--- src/rtl/seq_pattern_det.sv ---
// rtl/seq_pattern_det.sv - programmable serial pattern detector with match counter.
// Build option: SEQ_DET_CNT_SAT_EN makes match_cnt saturate instead of wrapping.
module seq_pattern_det #(
    parameter int PAT_W = 4,
    parameter int CNT_W = 8,
    localparam int FW   = $clog2(PAT_W + 1)
) (
    input  logic             clk,
    input  logic             rst,
    input  logic             din_vld,
    input  logic             din,
    input  logic             pat_load,
    input  logic [PAT_W-1:0] pat_in,
    input  logic             overlap_en,
    input  logic             clear,
    output logic             match,
    output logic [CNT_W-1:0] match_cnt,
    output logic [FW-1:0]    fill
);

    localparam logic [FW-1:0] FULL = FW'(PAT_W);
    localparam logic [FW-1:0] NEAR = FW'(PAT_W - 1);

    logic [PAT_W-1:0] r_pat;
    logic [PAT_W-2:0] r_hist;
    logic [FW-1:0]    r_fill;
    logic             r_match;
    logic [CNT_W-1:0] r_cnt;

    logic [PAT_W-1:0] w_shift;
    logic             w_beat;
    logic             w_hit;
    logic [CNT_W-1:0] w_cnt_next;

    // Control events take the beat, so a beat coinciding with clear/pat_load is dropped.
    assign w_shift = {r_hist, din};
    assign w_beat  = din_vld && !clear && !pat_load;
    assign w_hit   = w_beat && (r_fill >= NEAR) && (w_shift == r_pat);

`ifdef SEQ_DET_CNT_SAT_EN
    assign w_cnt_next = (&r_cnt) ? r_cnt : r_cnt + CNT_W'(1);
`else
    assign w_cnt_next = r_cnt + CNT_W'(1);
`endif

    always_ff @(posedge clk or posedge rst) begin
        if (rst) begin
            r_pat   <= '0;
            r_hist  <= '0;
            r_fill  <= '0;
            r_match <= 1'b0;
            r_cnt   <= '0;
        end else begin
            r_match <= 1'b0;
            if (clear || pat_load) begin
                r_hist <= '0;
                r_fill <= '0;
                if (pat_load) r_pat <= pat_in;
                if (clear)    r_cnt <= '0;
            end else if (w_beat) begin
                if (w_hit) begin
                    r_match <= 1'b1;
                    r_cnt   <= w_cnt_next;
                    // Overlap keeps the window full so its tail can start the next match.
                    if (overlap_en) begin
                        r_hist <= w_shift[PAT_W-2:0];
                        r_fill <= FULL;
                    end else begin
                        r_hist <= '0;
                        r_fill <= '0;
                    end
                end else begin
                    r_hist <= w_shift[PAT_W-2:0];
                    r_fill <= (r_fill == FULL) ? FULL : r_fill + FW'(1);
                end
            end
        end
    end

    assign match     = r_match;
    assign match_cnt = r_cnt;
    assign fill      = r_fill;

endmodule

--- config.mk ---
export PLATFORM = sky130hd
export DESIGN_NAME = seq_pattern_det
export DESIGN_NICKNAME = d
export VERILOG_FILES = /design/src/rtl/seq_pattern_det.sv
export SDC_FILE = /design/constraint.sdc
export NUM_CORES = 1
export LEC_CHECK = 0
export BUFFER_PORTS_ARGS = -buffer_cell sky130_fd_sc_hd__buf_2
export CAP_MARGIN = 10
export CELL_PAD_IN_SITES_DETAIL_PLACEMENT = 0
export CELL_PAD_IN_SITES_GLOBAL_PLACEMENT = 1
export CORE_MARGIN = 4
export CORE_UTILIZATION = 30
export CTS_BUF_LIST = sky130_fd_sc_hd__clkbuf_8
export DETAILED_ROUTE_END_ITERATION = 16
export MAX_ROUTING_LAYER = met4
export PLACE_DENSITY = 0.7
export REMOVE_ABC_BUFFERS = 1
export SYNTH_ARGS = -nofsm -noshare
export SYNTH_HDL_FRONTEND = slang
export SYNTH_SLANG_ARGS = --single-unit
--- constraint.sdc ---
create_clock -name clk -period 6.1 [get_ports clk]
set_clock_uncertainty 0.1 [all_clocks]
set_input_delay 0 -clock clk [delete_from_list [all_inputs] [get_ports clk]]
set_output_delay 0 -clock clk [all_outputs]
set_load 0.1 [all_outputs]
==> flow_summary_export.csv, run 1 <==
group,metric,value,unit
cts,cts_root_buf,"clkbuf_8",
min_path,hp-class,"in -> reg",
power_and_ir_drop,peakVddDrop,0.000105,V
timing,slew_violations,0,
placed_design,gp_congestion,0.781,
global_route,antenna_found_initial,0,
worst_setup_path,worstSetupPathType,"in -> reg",
global_route,grt_pass1_vias,866,
floorplanning,die_x,66.6,µm
synthesis,seq_area_frac_synth,46.1,%
cts,postCtsSetupRepairBufs,0,
worst_setup_path,worst_path_max_delay_cell,"dlygate4sd3_1",
cts,clock_latency,260,ps
synthesis,syn-cell-area,1030,µm²
run_status,status,"completed",
floorplanning,die-area,4440,µm²
timing,final-setup-viol-count,0,
route,drt_pass1_iterations,4,
global_route,grt_max_degree,20,
global_route,grt_pass1_wl,4110,µm
worst_setup_path,endpoint_kind,"register",
timing,fin_crit,2120,ps
synthesis,synth_xor_area_share,3.40,%
timing,rsz0062_at_grt,"false",
synthesis,yosys_warnings,0,
cells_and_area,nNetsFinal,144,
floorplanning,coreArea,3340,µm²
placed_design,portBuffers,22,
cts,clockBufferDepth,2,
worst_setup_path,crit_fanout,15,
power_and_ir_drop,power.leakage,0.593,nW
synthesis,syn_inst,98,
floorplanning,rows,21,
route,top_signal_layer_used,"met4",
floorplanning,io_pins,23,
worst_setup_path,crit_chain,"dlygate4sd3_1 > buf_2 > or3b_4 > or3_4 > or2_0 > a31o_2",
synthesis,synth_mux_area_share,5.34,%
route,via_per_inst,4.84,
route,vias,843,
cells_and_area,synthToLayoutAreaGrowth,26.7,%
route,wl_per_cell,13.4,µm
worst_setup_path,worstPathRequired,6150,ps
cells_and_area,num_antenna_cells,0,
power_and_ir_drop,power,0.248,mW
power_and_ir_drop,power.density,190,nW/µm²
route,drtIter0Drc,32,
floorplanning,dieHeight,66.6,µm
timing,finalHoldViolations,0,
synthesis,synth_adder_area_share,4.85,%
synthesis,synth-seq-cells,19,
cts,cts.sinks,19,
cts,cts_tree,"done",
route,m1WireLength,1070,µm
synthesis,yosys.area_share.simple,16.6,%
route,wl_met3,42,µm
cells_and_area,post-route-util,39.1,%
placed_design,place_ws,4010,ps
route,wl_met2,1180,µm
synthesis,avgSynthCellArea,10.5,µm²
worst_setup_path,max_stage_delay,540,ps
worst_setup_path,critPathArrivalTime,2170,ps
worst_setup_path,startpoint_type,"input pin",
synthesis,async_flop_share,100,%
timing,max_slew_margin,51.7,%
timing,period_share,34.7,%
timing,finalSetupTns,0,ps
placed_design,dp_hpwl,1690,µm
route,wirelength,2330,µm
cts,cts_resized,0,
synthesis,synth_compound_area_share,18.1,%
global_route,track_usage,12.6,%
synthesis,ys_types,33,
synthesis,synth_edf_count,0,
synthesis,synth_top_family_by_area,"compound AO/OA/AOI/OAI gates",
global_route,grt-ovfl-total,0,
run,maxCapViolations,0,
cts,cts_made_buffers,3,
cells_and_area,drive_gt1_share,26.6,%
route,drc,0,
timing,tightest_slew,724,ps
floorplanning,start_util,30.9,%
cells_and_area,layout_common_cells,"buf_2 (22), dfrtp_1 (19), inv_1 (9), dlygate4sd3_1 (9), a211oi_1 (6)",
cts,clk_pin_slew,70,ps
timing,postLayoutSetupSlackWorst,3980,ps
cells_and_area,final_common_cell,"buf_2",
route,ant_nets,0,
synthesis,synthFlopType,"dfrtp_1",
timing,timing.fmax,0.472,GHz
cts,h-tree-depth,1,
state kept, by name, indices dropped and copies added, names as in the netlist:
register	cells
r_hist	3
match	1
r_pat	4
match_cnt	8
fill	3
layout make-up:
| cell class | count | area [µm²] |
|---|---|---|
| repair buffers | 31 | 200 |
| inverters | 8 | 30.0 |
| clock buffers | 3 | 41.3 |
| well taps | 46 | 57.6 |
| multi-input cells | 66 | 498 |
| fillers | 342 | 2030 |
| flip-flops and latches | 19 | 475 |
| clock inverters | 1 | 3.75 |
metrics by stage:
| step | hold slack, ps | instance area, µm² | std cells |
|---|---|---|---|
| floorplan | -149 | 1000 | 93 |
| global placement | 58.8 | 1170 | 161 |
| detailed placement | 66.1 | 1170 | 161 |
| CTS | 221 | 1310 | 174 |
| global route | 260 | 1310 | 174 |
| finish | 224 | 1310 | 174 |
worst max-delay path: cells and delay by family:
| family | cells | cell delay [ps] |
|---|---|---|
| compound gates | 1 | 290 |
| simple gates | 3 | 1160 |
| buf+inv | 2 | 720 |
report_power, final:
group | leakage, nW | internal, mW | switching (mW)
clock network | 0.0269 | 0.0448 | 0.0423
registers | 0.256 | 0.129 | 0.00252
logic | 0.310 | 0.0132 | 0.0161
metal layers:
| metal | up-vias | GRT usage [%] |
|---|---|---|
| met5 | - | - |
| met3 | 3 | 1.69 |
| li1 | 419 | - |
| met1 | 411 | 16.1 |
| met4 | 0 | 7.11 |
| met2 | 10 | 19.1 |
synthesized netlist by cell type (2+ instances only):
library cell,n,area (µm²)
a211oi_1,6,45.0
a21oi_1,4,20.0
a22o_1,3,26.3
a31o_2,3,26.3
and3_1,2,12.5
clkbuf_1,3,11.3
dfrtp_1,19,475
ha_1,4,50.1
inv_1,8,30.0
mux2_2,4,45.0
nand2_1,4,15.0
nand2b_1,4,25.0
nand3_1,2,10.0
nor3_1,3,15.0
o21ai_0,4,20.0
o31ai_1,3,22.5
or4_1,4,30.0
xnor2_1,2,17.5
xor2_1,2,17.5
final timing paths:
check / startpoint / end / slack, ps / cells past startpoint
max reg2reg: fill[1] / match_cnt[2] / 3990 / 6
max in group asynchronous: rst / fill[0] / 5150 / 3
min in group asynchronous: rst / r_pat[3] / 300 / 3
min: overlap_en / fill[2] / 220 / 4
min reg2reg: r_hist[2] / r_hist[2] / 430 / 1
max: clear / match_cnt[2] / 3980 / 6
logic make-up after synthesis:
family                   Yosys count
XOR/XNOR                           4
flip-flops                        19
multiplexers                       5
buffers and inverters             13
AND/OR/NAND/NOR                   27
adder cells (fa/ha/maj)            4
AO/OA/AOI/OAI                     26
what timing repair did:
action                                  4_1_cts  5_1_grt
endpoints found under the setup margin        0        0
endpoints found under the hold margin        29        0
hold buffers                                  9        0
No activity file was read; power rests on OpenSTA's default activity.
==> run 2, diff against run 1 <==
Settings changed: PLACE_DENSITY 0.7 to 0.73.
Clock period 6.1 ns to 1.7 ns, I/O delays scaled along.
==> run 2 against run 1 <==
Compared with the run above:
- the flow now finishes with violations (setup timing)
- critical path depth unchanged
- global-route usage grew 0.65 points
- setup slack lost 4200 ps
- worst hold slack got worse by 170 ps
- non-clock buffer count grew 20
- cell area grew 19%
- total power rose to 3.8 times the previous value
- register-to-register slack lost 4200 ps
- highest routed layer unchanged
- final cell count grew 12%
- count of clock-buffer cells in the layout unchanged
==> flow_summary_export.csv, run 2 (synthesis gave the netlist of run 1 again) <==
group,metric,value,unit
cts,clk_pin_slew,70,ps
timing,timing.fmax,0.529,GHz
cells_and_area,post-route-util,46.8,%
worst_setup_path,worst_path_max_delay_cell,"or4_1",
power_and_ir_drop,power.switching,0.239,mW
power_and_ir_drop,power.leakage,0.704,nW
power_and_ir_drop,power,0.934,mW
route,wl_per_cell,13.7,µm
route,wirelength,2680,µm
global_route,antenna_found_initial,0,
floorplanning,io_pins,23,
timing,finalSetupTns,-1510,ps
global_route,met1_usage,16.7,%
worst_setup_path,regToRegStartpoint,"fill[0]",
timing,slew_violations,0,
route,drtIter0Drc,18,
global_route,track_usage,13.2,%
route,via_per_inst,4.99,
global_route,grt_util_met3,2.87,%
placed_design,dp_hpwl,1930,µm
route,drc,0,
global_route,top_usage_layer,"met2",
floorplanning,rows,21,
worst_setup_path,endpoint_kind,"register",
worst_setup_path,rrSetupSlack,-190,ps
timing,rsz0062_at_grt,"true",
run_status,violations,"setup timing",
power_and_ir_drop,power.density,598,nW/µm²
power_and_ir_drop,swShare,25.6,%
placed_design,gp_congestion,0.828,
timing,period_share,111,%
floorplanning,start_util,30.9,%
worst_setup_path,crit_chain,"ha_2 > ha_4 > a211oi_2 > or3_4 > or4_1 > a21oi_1",
global_route,grt_pass1_vias,943,
floorplanning,die-area,4440,µm²
cells_and_area,multi_input_area,599,µm²
run,maxCapViolations,0,
min_path,hold_depth,4,
power_and_ir_drop,internal-power,0.695,mW
route,vias,973,
cells_and_area,final_common_cell,"buf_2",
global_route,grt_max_degree,20,
worst_setup_path,reg2reg_depth,6,
cts,clock_latency,260,ps
floorplanning,coreArea,3340,µm²
worst_setup_path,max_stage_delay,480,ps
placed_design,portBuffers,22,
cells_and_area,layout_common_cells,"buf_2 (22), buf_4 (20), dfrtp_1 (19), inv_1 (8), dlygate4sd3_1 (8)",
run_status,status,"finished, violations left",
cells_and_area,largest_reg_flops,8,
cells_and_area,register_area,475,µm²
worst_setup_path,worstSetupPathType,"reg -> reg",
global_route,grt_pass1_wl,4350,µm
cells_and_area,num_antenna_cells,0,
timing,finalHoldViolations,0,
power_and_ir_drop,seqPwrFrac,50.6,%
worst_setup_path,worst-path-buf-inv,0,
global_route,met2_usage,20.3,%
floorplanning,dieHeight,66.6,µm
timing,fin_crit,1890,ps
floorplanning,die_x,66.6,µm
timing,tightest_slew,720,ps
worst_setup_path,critPathArrivalTime,1980,ps
power_and_ir_drop,pwr-share-comb,14.9,%
min_path,whs_endpoint,"fill[0]",
cells_and_area,synthToLayoutAreaGrowth,51.3,%
cts,cts.sinks,19,
cells_and_area,fillerInstances,326,
timing,final-setup-viol-count,15,
cts,cts_root_buf,"clkbuf_8",
cts,clockBufferDepth,2,
timing,max_slew_margin,51.9,%
cells_and_area,nNetsFinal,165,
worst_setup_path,critical_path.top_delay_family,"simple AND/OR/NAND/NOR gates",
worst_setup_path,crit_fanout,6,
power_and_ir_drop,peakVddDrop,0.000309,V
worst_setup_path,r2r-end,"match_cnt[7]",
route,ant_nets,0,
cts,h-tree-depth,1,
worst_setup_path,startpoint_type,"register",
global_route,grt-ovfl-total,0,
cts,cts_tree,"done",
placed_design,place_ws,-324,ps
cts,cts_made_buffers,3,
worst_setup_path,worstPathRequired,1790,ps
timing,postLayoutSetupSlackWorst,-190,ps
cells_and_area,drive_gt1_share,47.0,%
min_path,hp-class,"in -> reg",
route,drt_pass1_iterations,4,
power_and_ir_drop,p_clk_share,34.5,%
min_path,hold_path_startpoint,"din_vld",
-- run 2: cell count changes in the layout (fill, tap and decap cells not counted), moves of 2 or more --
cell      previous run  this run
ha_1                 4         2
buf_4                0        20
a211oi_2             0         3
a31o_2               3         0
a31o_4               0         3
a21oi_2              0         3
a21oi_1              4         1
a211oi_1             6         3
-- run 2: final cells by class --
| cell class | instances | area share [%] |
|---|---|---|
| timing repair buffer | 51 | 22.5 |
| sequential | 19 | 30.5 |
| clock buffer | 3 | 2.65 |
| tap | 46 | 3.69 |
| inverter | 8 | 1.92 |
| multi-input combinational | 67 | 38.4 |
| clock inverter | 1 | 0.321 |
-- run 2: through the flow --
stage               hold WS (ps)  cell area [µm²]  std cells
finish                      54.7             1560        195
global route                78.4             1560        195
CTS                         43.5             1520        194
detailed placement          63.3             1310        180
global placement            47.9             1310        180
floorplan                   -149             1000         93
-- run 2: how the worst max path moves through the flow --
stage,start,to,cells after the start
floorplan,fill[1],match_cnt[3],6
global placement,fill[0],match_cnt[2],6
detailed placement,fill[0],match_cnt[5],6
CTS,fill[0],match_cnt[3],6
global route,fill[0],match_cnt[3],6
finish,fill[0],match_cnt[7],6
-- run 2: worst min-delay path, delay by kind of cell --
kind | cells | cell delay, ps
AOI/OAI and AO/OA | 1 | 70
buffers and inverters | 2 | 210
and+or+nand+nor | 1 | 100
-- run 2: power groups by stage --
stage / registers (mW) / logic, mW / clock network, mW
after global routing: 0.474 / 0.153 / 0.343
final: 0.472 / 0.139 / 0.322
after floorplan: 0.490 / 0.0490 / 0
after detailed placement: 0.482 / 0.115 / 0
after CTS: 0.473 / 0.133 / 0.325
after global placement: 0.480 / 0.113 / 0
-- run 2: layer usage --
layer,up-vias,wire (µm)
met1,477,1230
met2,26,1260
met5,-,0
met3,5,139
met4,0,44
li1,465,-
-- run 2: timing repair --
item | in CTS | in global routing
resized for setup | 12 | 9
pin swaps | 10 | 2
buffers inserted | 1 | 1
hold buffers | 8 | 0
gates cloned | 1 | 0
endpoints found under the hold margin | 29 | 0
setup endpoints to repair | 15 | 15
